File: src/rtl/ahb_rr_arbiter.sv
// ahb_rr_arbiter: 4-master AHB round-robin bus arbiter with locked-transfer
// and ERROR handling. Optional tenure limit that bounds how long an owner can
// hold the bus while others wait; enabled by defining AHB_ARB_TENURE_LIMIT_EN.
//
// state | meaning
// PARK  | no requests; master 0 granted by default
// OWN   | bus granted to a requesting master
// LOCK  | owner holds a locked sequence; grant frozen

module ahb_rr_arbiter #(
   parameter int TENURE_MAX = 16
) (
   input  logic       hclk,
   input  logic       hresetn,
   input  logic [3:0] hbusreq,
   input  logic [3:0] hlock,
   input  logic [1:0] htrans,
   input  logic       hready,
   input  logic       hresp,
   output logic [3:0] hgrant,
   output logic [1:0] hmaster,
   output logic [1:0] hmaster_data,
   output logic       hmastlock
);

   localparam logic [1:0] ST_PARK = 2'd0;
   localparam logic [1:0] ST_OWN  = 2'd1;
   localparam logic [1:0] ST_LOCK = 2'd2;

   localparam logic [1:0] HTRANS_SEQ = 2'b11;

   logic [1:0] state;
   logic [1:0] rr_ptr;
   logic       force_arb;
   logic [1:0] owner_idx;
   logic [1:0] pick_idx;
   logic       pick_valid;
   logic       arb_pt;
   logic       err_first;
   logic       tenure_hit;
   logic [3:0] grant_nxt;

   // Index of the currently granted master
   always_comb begin
      owner_idx = 2'd0;
      unique case (hgrant)
         4'b0010: owner_idx = 2'd1;
         4'b0100: owner_idx = 2'd2;
         4'b1000: owner_idx = 2'd3;
         default: owner_idx = 2'd0;
      endcase
   end

   // Round-robin search from rr_ptr+1, the last owner is considered last
   always_comb begin
      logic [1:0] cand;
      cand       = 2'd0;
      pick_valid = 1'b0;
      pick_idx   = rr_ptr;
      for (int k = 1; k <= 4; k++) begin
         cand = rr_ptr + 2'(k);
         if (!pick_valid && hbusreq[cand]) begin
            pick_valid = 1'b1;
            pick_idx   = cand;
         end
      end
   end

   // Arbitration point qualification and next grant
   always_comb begin
      err_first = hresp && !hready;
      arb_pt    = 1'b0;
      if (hready) begin
         if (state == ST_LOCK)
            arb_pt = !hlock[owner_idx];
         else
            arb_pt = (htrans != HTRANS_SEQ) || force_arb || tenure_hit;
      end
      grant_nxt = pick_valid ? (4'b0001 << pick_idx) : 4'b0001;
   end

   // Arbitration state, grant and round-robin pointer
   always_ff @(posedge hclk or negedge hresetn) begin
      if (!hresetn) begin
         state     <= ST_PARK;
         hgrant    <= 4'b0001;
         rr_ptr    <= 2'd0;
         force_arb <= 1'b0;
      end else if (err_first) begin
         // ERROR breaks any lock; rearbitrate on the next ready cycle
         if (state == ST_LOCK)
            state <= ST_OWN;
         force_arb <= 1'b1;
      end else if (arb_pt) begin
         force_arb <= 1'b0;
         hgrant    <= grant_nxt;
         if (!pick_valid) begin
            state <= ST_PARK;
         end else begin
            rr_ptr <= pick_idx;
            state  <= hlock[pick_idx] ? ST_LOCK : ST_OWN;
         end
      end
   end

`ifdef AHB_ARB_TENURE_LIMIT_EN
   localparam logic [7:0] TENURE_LIM = 8'(TENURE_MAX);

   logic [7:0] tenure_cnt;
   logic       others_req;

   assign others_req = |(hbusreq & ~hgrant);
   assign tenure_hit = (tenure_cnt >= TENURE_LIM);

   // Beats held by the owner while someone else waits; saturating
   always_ff @(posedge hclk or negedge hresetn) begin
      if (!hresetn)
         tenure_cnt <= 8'd0;
      else if (arb_pt && !err_first && (grant_nxt != hgrant))
         tenure_cnt <= 8'd0;
      else if (hready && others_req && (tenure_cnt < TENURE_LIM))
         tenure_cnt <= tenure_cnt + 8'd1;
   end
`else
   logic [7:0] unused_tenure_max;

   assign unused_tenure_max = 8'(TENURE_MAX);
   assign tenure_hit        = 1'b0;
`endif

   // Address-phase and data-phase master indices, locked-transfer flag
   always_ff @(posedge hclk or negedge hresetn) begin
      if (!hresetn) begin
         hmaster      <= 2'd0;
         hmaster_data <= 2'd0;
         hmastlock    <= 1'b0;
      end else if (hready) begin
         hmaster      <= owner_idx;
         hmaster_data <= hmaster;
         hmastlock    <= hlock[owner_idx];
      end
   end

endmodule
File: config.mk
export PLATFORM = sky130hd
export DESIGN_NAME = ahb_rr_arbiter
export DESIGN_NICKNAME = d
export VERILOG_FILES = /design/src/rtl/ahb_rr_arbiter.sv
export SDC_FILE = /design/constraint.sdc
export NUM_CORES = 1
export LEC_CHECK = 0
export CAP_MARGIN = 20
export CORE_UTILIZATION = 24
export DETAILED_ROUTE_END_ITERATION = 10
export PLACE_DENSITY = 0.54
export SYNTH_ARGS = -nofsm -noshare
export SYNTH_HDL_FRONTEND = slang
export SYNTH_SLANG_ARGS = --single-unit
File: constraint.sdc
create_clock -name hclk -period 2.1 [get_ports hclk]
set_clock_uncertainty 0.05 [all_clocks]
set_input_delay 0.315 -clock hclk [delete_from_list [all_inputs] [get_ports hclk]]
set_output_delay 0.315 -clock hclk [all_outputs]
set_load 0.005 [all_outputs]
Word-level counts from Yosys, hierarchy flattened
Cells that the tools add are included.
- add/subtract/negate cells: 3
- magnitude comparators: 6
- eq/ne operators: 6
- shifts and indexed selects: 1
- muxes and demuxes: 31
- bitwise operators: 1
- reductions and logical operators: 14
- operators with widths (cell ; count):
    $lt 2x3->1 const B ; 6
    $mux 2 ; 9
    $mux 1 ; 14
    $bmux 1 s2 ; 6
    $pmux 2 s3 ; 1
    $logic_not 1->1 ; 5
    $add 2x2->2 const B ; 2
    $eq 4x2->1 const B ; 1
    $eq 4x3->1 const B ; 1
    $eq 4x4->1 const B ; 1
    $logic_and 1x1->1 ; 4
    $mux 4 ; 1
    $reduce_and 2->1 ; 2
    $shl 1x2->4 const A ; 1
    $reduce_and 3->1 ; 1
    $add 2x1->2 const B ; 1
    $eq 2x2->1 const B ; 1
    $ne 2x1->1 const B ; 1
    $ne 2x2->1 const B ; 1
    $reduce_bool 2->1 ; 1
    $logic_or 1x1->1 ; 1
    $not 1->1 ; 1
- register bits after elaboration: 14
- input port bits: 14
- word-level logic and storage cells: 69

Logic depth before layout (Yosys ltp)
- word-level depth: 19
- depth in mapped cells: 6

Least setup slack after synthesis
No wires, ideal clock.
- path type: flip-flop to flip-flop
- start point: register hgrant[3]
- end point: register rr_ptr[1]
- setup time: 0.128 ns
- data arrival time: 1.585 ns
- slack: 0.338 ns
- stages on the path, launching flop included: 7
- path buffers: 1
- clock period less this slack: 1.762 ns
- cells stage by stage: dfrtp_1 > buf_2 > xor2_1 > o211ai_1 > a221oi_2 > a211oi_2 > mux2_1
- longest elaborated chain between the ends: 8
- RTL lines (what ; line ; source):
    start, declared ; 20 ; output logic [3:0] hgrant,
    start signal, assigned ; 96 ; hgrant <= grant_nxt;
    $eq 4x4->1, or another cell as far along ; 46 ; unique case (hgrant)
    $pmux 2 s3 (*) ; 46 ;
    $bmux 1 s2 (*) ; 75 ; arb_pt = !hlock[owner_idx];
    $mux 1 (implied by the code) (*) ; 75 ;
    $logic_not 1->1 (*) ; 75 ;
    $mux 1 (*) ; 74 ; if (state == ST_LOCK)
    $mux 1 (*) ; 73 ; if (hready) begin
    $reduce_and 3->1 (no line) (*) ; - ;
    end signal, assigned ; 100 ; rr_ptr <= pick_idx;
    end, declared ; 33 ; logic [1:0] rr_ptr;
Every way passes the cells marked *; elsewhere a longest branch is shown, timed or not. The select of a mux whose other input is x is not followed.
A chain may end at the register's enable or synchronous reset.

Worst setup path in the final report
- start point: register hgrant[3]
- end point: register hgrant[3]
- longest elaborated chain between the ends: 8
- RTL lines (what ; line):
    $eq 4x4->1, or another cell as far along ; 46
    $pmux 2 s3 (*) ; 46
    $bmux 1 s2 (*) ; 75
    $mux 1 (implied by the code) (*) ; 75
    $logic_not 1->1 (*) ; 75
    $mux 1 (*) ; 74
    $mux 1 (*) ; 73
    $reduce_and 2->1 (no line) (*) ; -
Marks and branches as above.

==> metrics.cfg <==
[outcome]
status=completed

[route]
wl_per_cell_um=13.1
wirelength_um=2020
vias_per_cell=4.94
first_pass_iters=4
detail-route-antenna-nets=0
vias=761
drc=0
drtIter0Drc=39

[worst_setup_path]
worstSetupEndpointType=flip-flop
crit_end=hgrant[3]
setup.reg_to_reg.worst_slack_ns=0.16
startpoint=hgrant[3]
critPathLaunchType=flip-flop
critical_path_class=reg2reg
worst_ep_arrival_time_ns=2.05
r2r-end=hgrant[3]
cp.required_ns=2.21
path_max_fanout=8
r2r_start=hgrant[3]
reg2reg_depth=5

[sta]
relSlewSlack_pct=56.9
tns_ns=0
drv_slew=0
rsz0062_at_grt=false
finalCritPeriodShare_pct=92.6
tightestPinTransition_ns=0.644
finalSetupViolCount=0
hold_viol_final=0
fmax_mhz=514
period_needed_ns=1.94

[synth]
ys_warn_count=0
synthFlopType=dfrtp_1
synth_cell_type_count=34
synth_cells=82
synthesis.area_um2=821
yosysMostFrequentCell=dfrtp_1
synthArstFlopShare_pct=100
netlist.top_cell.by_area=dfrtp_1
synth_common_cells=13 x dfrtp_1, 8 x nand2_1, 6 x mux2_1, 6 x nor2_1, 5 x o21ai_0
synth_seq_area_share_pct=42.8
postSynthAreaPerCell_um2=10.0
synthTopCellsByArea=dfrtp_1 40%, mux2_1 8.2%, mux2_2 5.5%, nand2_1 3.7%, dfstp_2 3.2%
synth.net_count=96
ys_ff_latch=14
synth.top_cell.area_share_pct=39.6
synth-edff-count=0

[placement]
port_buffers=22
dpl.hpwl_um=1590
gp_congestion=0.726

[final_layout]
drive_gt1_share_pct=13.6
fillers=347
nets=125
synthToLayoutAreaGrowth_pct=39.3
insertedDiodeCount=0

[clock_network]
clk_pin_slew_ns=0.08
cts_root_buf=clkbuf_4
clock_latency_ns=0.28
cts_setup_buffers=0
h-tree-depth=1
clock_sinks=14
hold_buffers=0
cts_max_path_buffers=2
post_cts_resized=0
numCtsBuffers=3
cts_tree=done

[pwr]
report.power.total_uw=1420
power_switching_share_pct=37.7
vdd_drop_max_mv=0.261
p_int_uw=885
p_switching_uw=536
p_leak_uw=0.000456
powerDensity_mw_per_mm2=1240
pwr-share-clk_pct=11.0
seq_power_share_pct=38.4
pwr-share-comb_pct=50.6

[grt]
use_met2_pct=19.0
grt_start_max_net_pins=15
met1_usage_pct=16.8
antenna_found_initial=0
grt-ovfl-total=0
gr-usage-all-layers_pct=12.8
busiest_layer=met2
first_global_vias=763
use_met3_pct=3.41
grt_pass1_wl_um=3390

[hold_path]
hp-class=in2async

[die]
fp-row-count=20
fp.dieArea_mm2=0.00366
core-area_mm2=0.00315
boundaryPins=23
die_w_um=60.5
start_util_pct=26.0
die_h_um=60.5

[run]
cap_violations=0

power groups by stage:
stage,clock (uW),sequential (uW),combinational [uW]
floorplan,0,507,438
global placement,0,553,713
detailed placement,0,554,719
CTS,165,549,722
global route,176,572,800
finish,157,545,719
layout by cell type (no fill, tap or decap), drive strengths merged, types with 2 or more instances in the layout:
cell type	synthesis	routed
nor2	6	6
o2bb2ai	2	2
nor2b	2	2
nand2	8	8
a211oi	2	2
nor3b	2	2
dfrtp	13	13
o21ai	5	5
clkdlybuf4s50	0	22
nand3	2	2
nor4	2	2
a32o	2	2
buf	1	4
mux2	10	10
nor3	2	2
a32oi	2	2
inv	3	3
a21oi	3	3
a31oi	2	2
clkbuf	1	4
critical path, cell delays in order (launching register included):
cell and delay, ns:
dfrtp_1 0.53, xor2_1 0.22, o211ai_1 0.13, a221oi_2 0.37, a21oi_2 0.19, mux2_1 0.34
metrics by stage:
| stage | util (%) | cells | worst slack, ns | hold WS (ns) | area, um^2 |
|---|---|---|---|---|---|
| final | 36.3 | 154 | 0.156 | 0.381 | 1140 |
| after global routing | 36.3 | 154 | 0.0410 | 0.404 | 1140 |
| after CTS | 36.3 | 154 | 0.148 | 0.402 | 1140 |
| after detailed placement | 35.4 | 150 | 0.0335 | 0.442 | 1120 |
| after global placement | 35.4 | 150 | 0.0633 | 0.440 | 1120 |
| after floorplan | - | 82 | 0.338 | -0.0306 | 821 |
registers in the layout, summed over array words and instances, names as in the netlist:
name,cells
hmaster,2
hgrant,4
hmastlock,1
hmaster_data,2
state,2
force_arb,1
rr_ptr,2
area by class of cell:
| type | count | area [um^2] | share of cell area [%] |
|---|---|---|---|
| Tap cell | 44 | 55.1 | 4.81 |
| Multi-Input combinational cell | 63 | 449 | 39.3 |
| Timing Repair Buffer | 26 | 250 | 21.9 |
| Inverter | 3 | 11.3 | 0.985 |
| Sequential cell | 14 | 352 | 30.7 |
| Clock buffer | 4 | 26.3 | 2.30 |
per-layer routing:
layer	up-vias	wire length (um)	part of all wire, %
met3	4	116	5.7
met4	0	36	1.8
met2	23	899	45
li1	364	-	-
met1	370	969	48
met5	-	0	0
worst min path at each step:
| stage | from | end | slack (ns) | cells after the start |
|---|---|---|---|---|
| 2_1_floorplan | hresetn | force_arb | -0.03 | 0 |
| 3_3_place_gp | hmaster_data[0] | hmaster_data[0] | 0.44 | 1 |
| 3_5_place_dp | force_arb | force_arb | 0.44 | 2 |
| 4_1_cts | hresetn | hmaster[1] | 0.40 | 1 |
| 5_1_grt | hresetn | hmaster_data[0] | 0.40 | 1 |
| 6_report | hresetn | state[0] | 0.38 | 1 |
kinds of logic (layout without fill, tap and decap cells):
| logic type | after synthesis | in the layout | synth area share, % |
|---|---|---|---|
| AOI/OAI and AO/OA | 23 | 23 | 21.5 |
| and+or+nand+nor | 27 | 27 | 16.2 |
| DFF | 14 | 14 | 42.8 |
| muxes | 11 | 11 | 14.9 |
| buffers and inverters | 5 | 33 | 2.44 |
| xor gates and xnor gates | 2 | 2 | 2.13 |
Power figures use the tool's default switching activity.
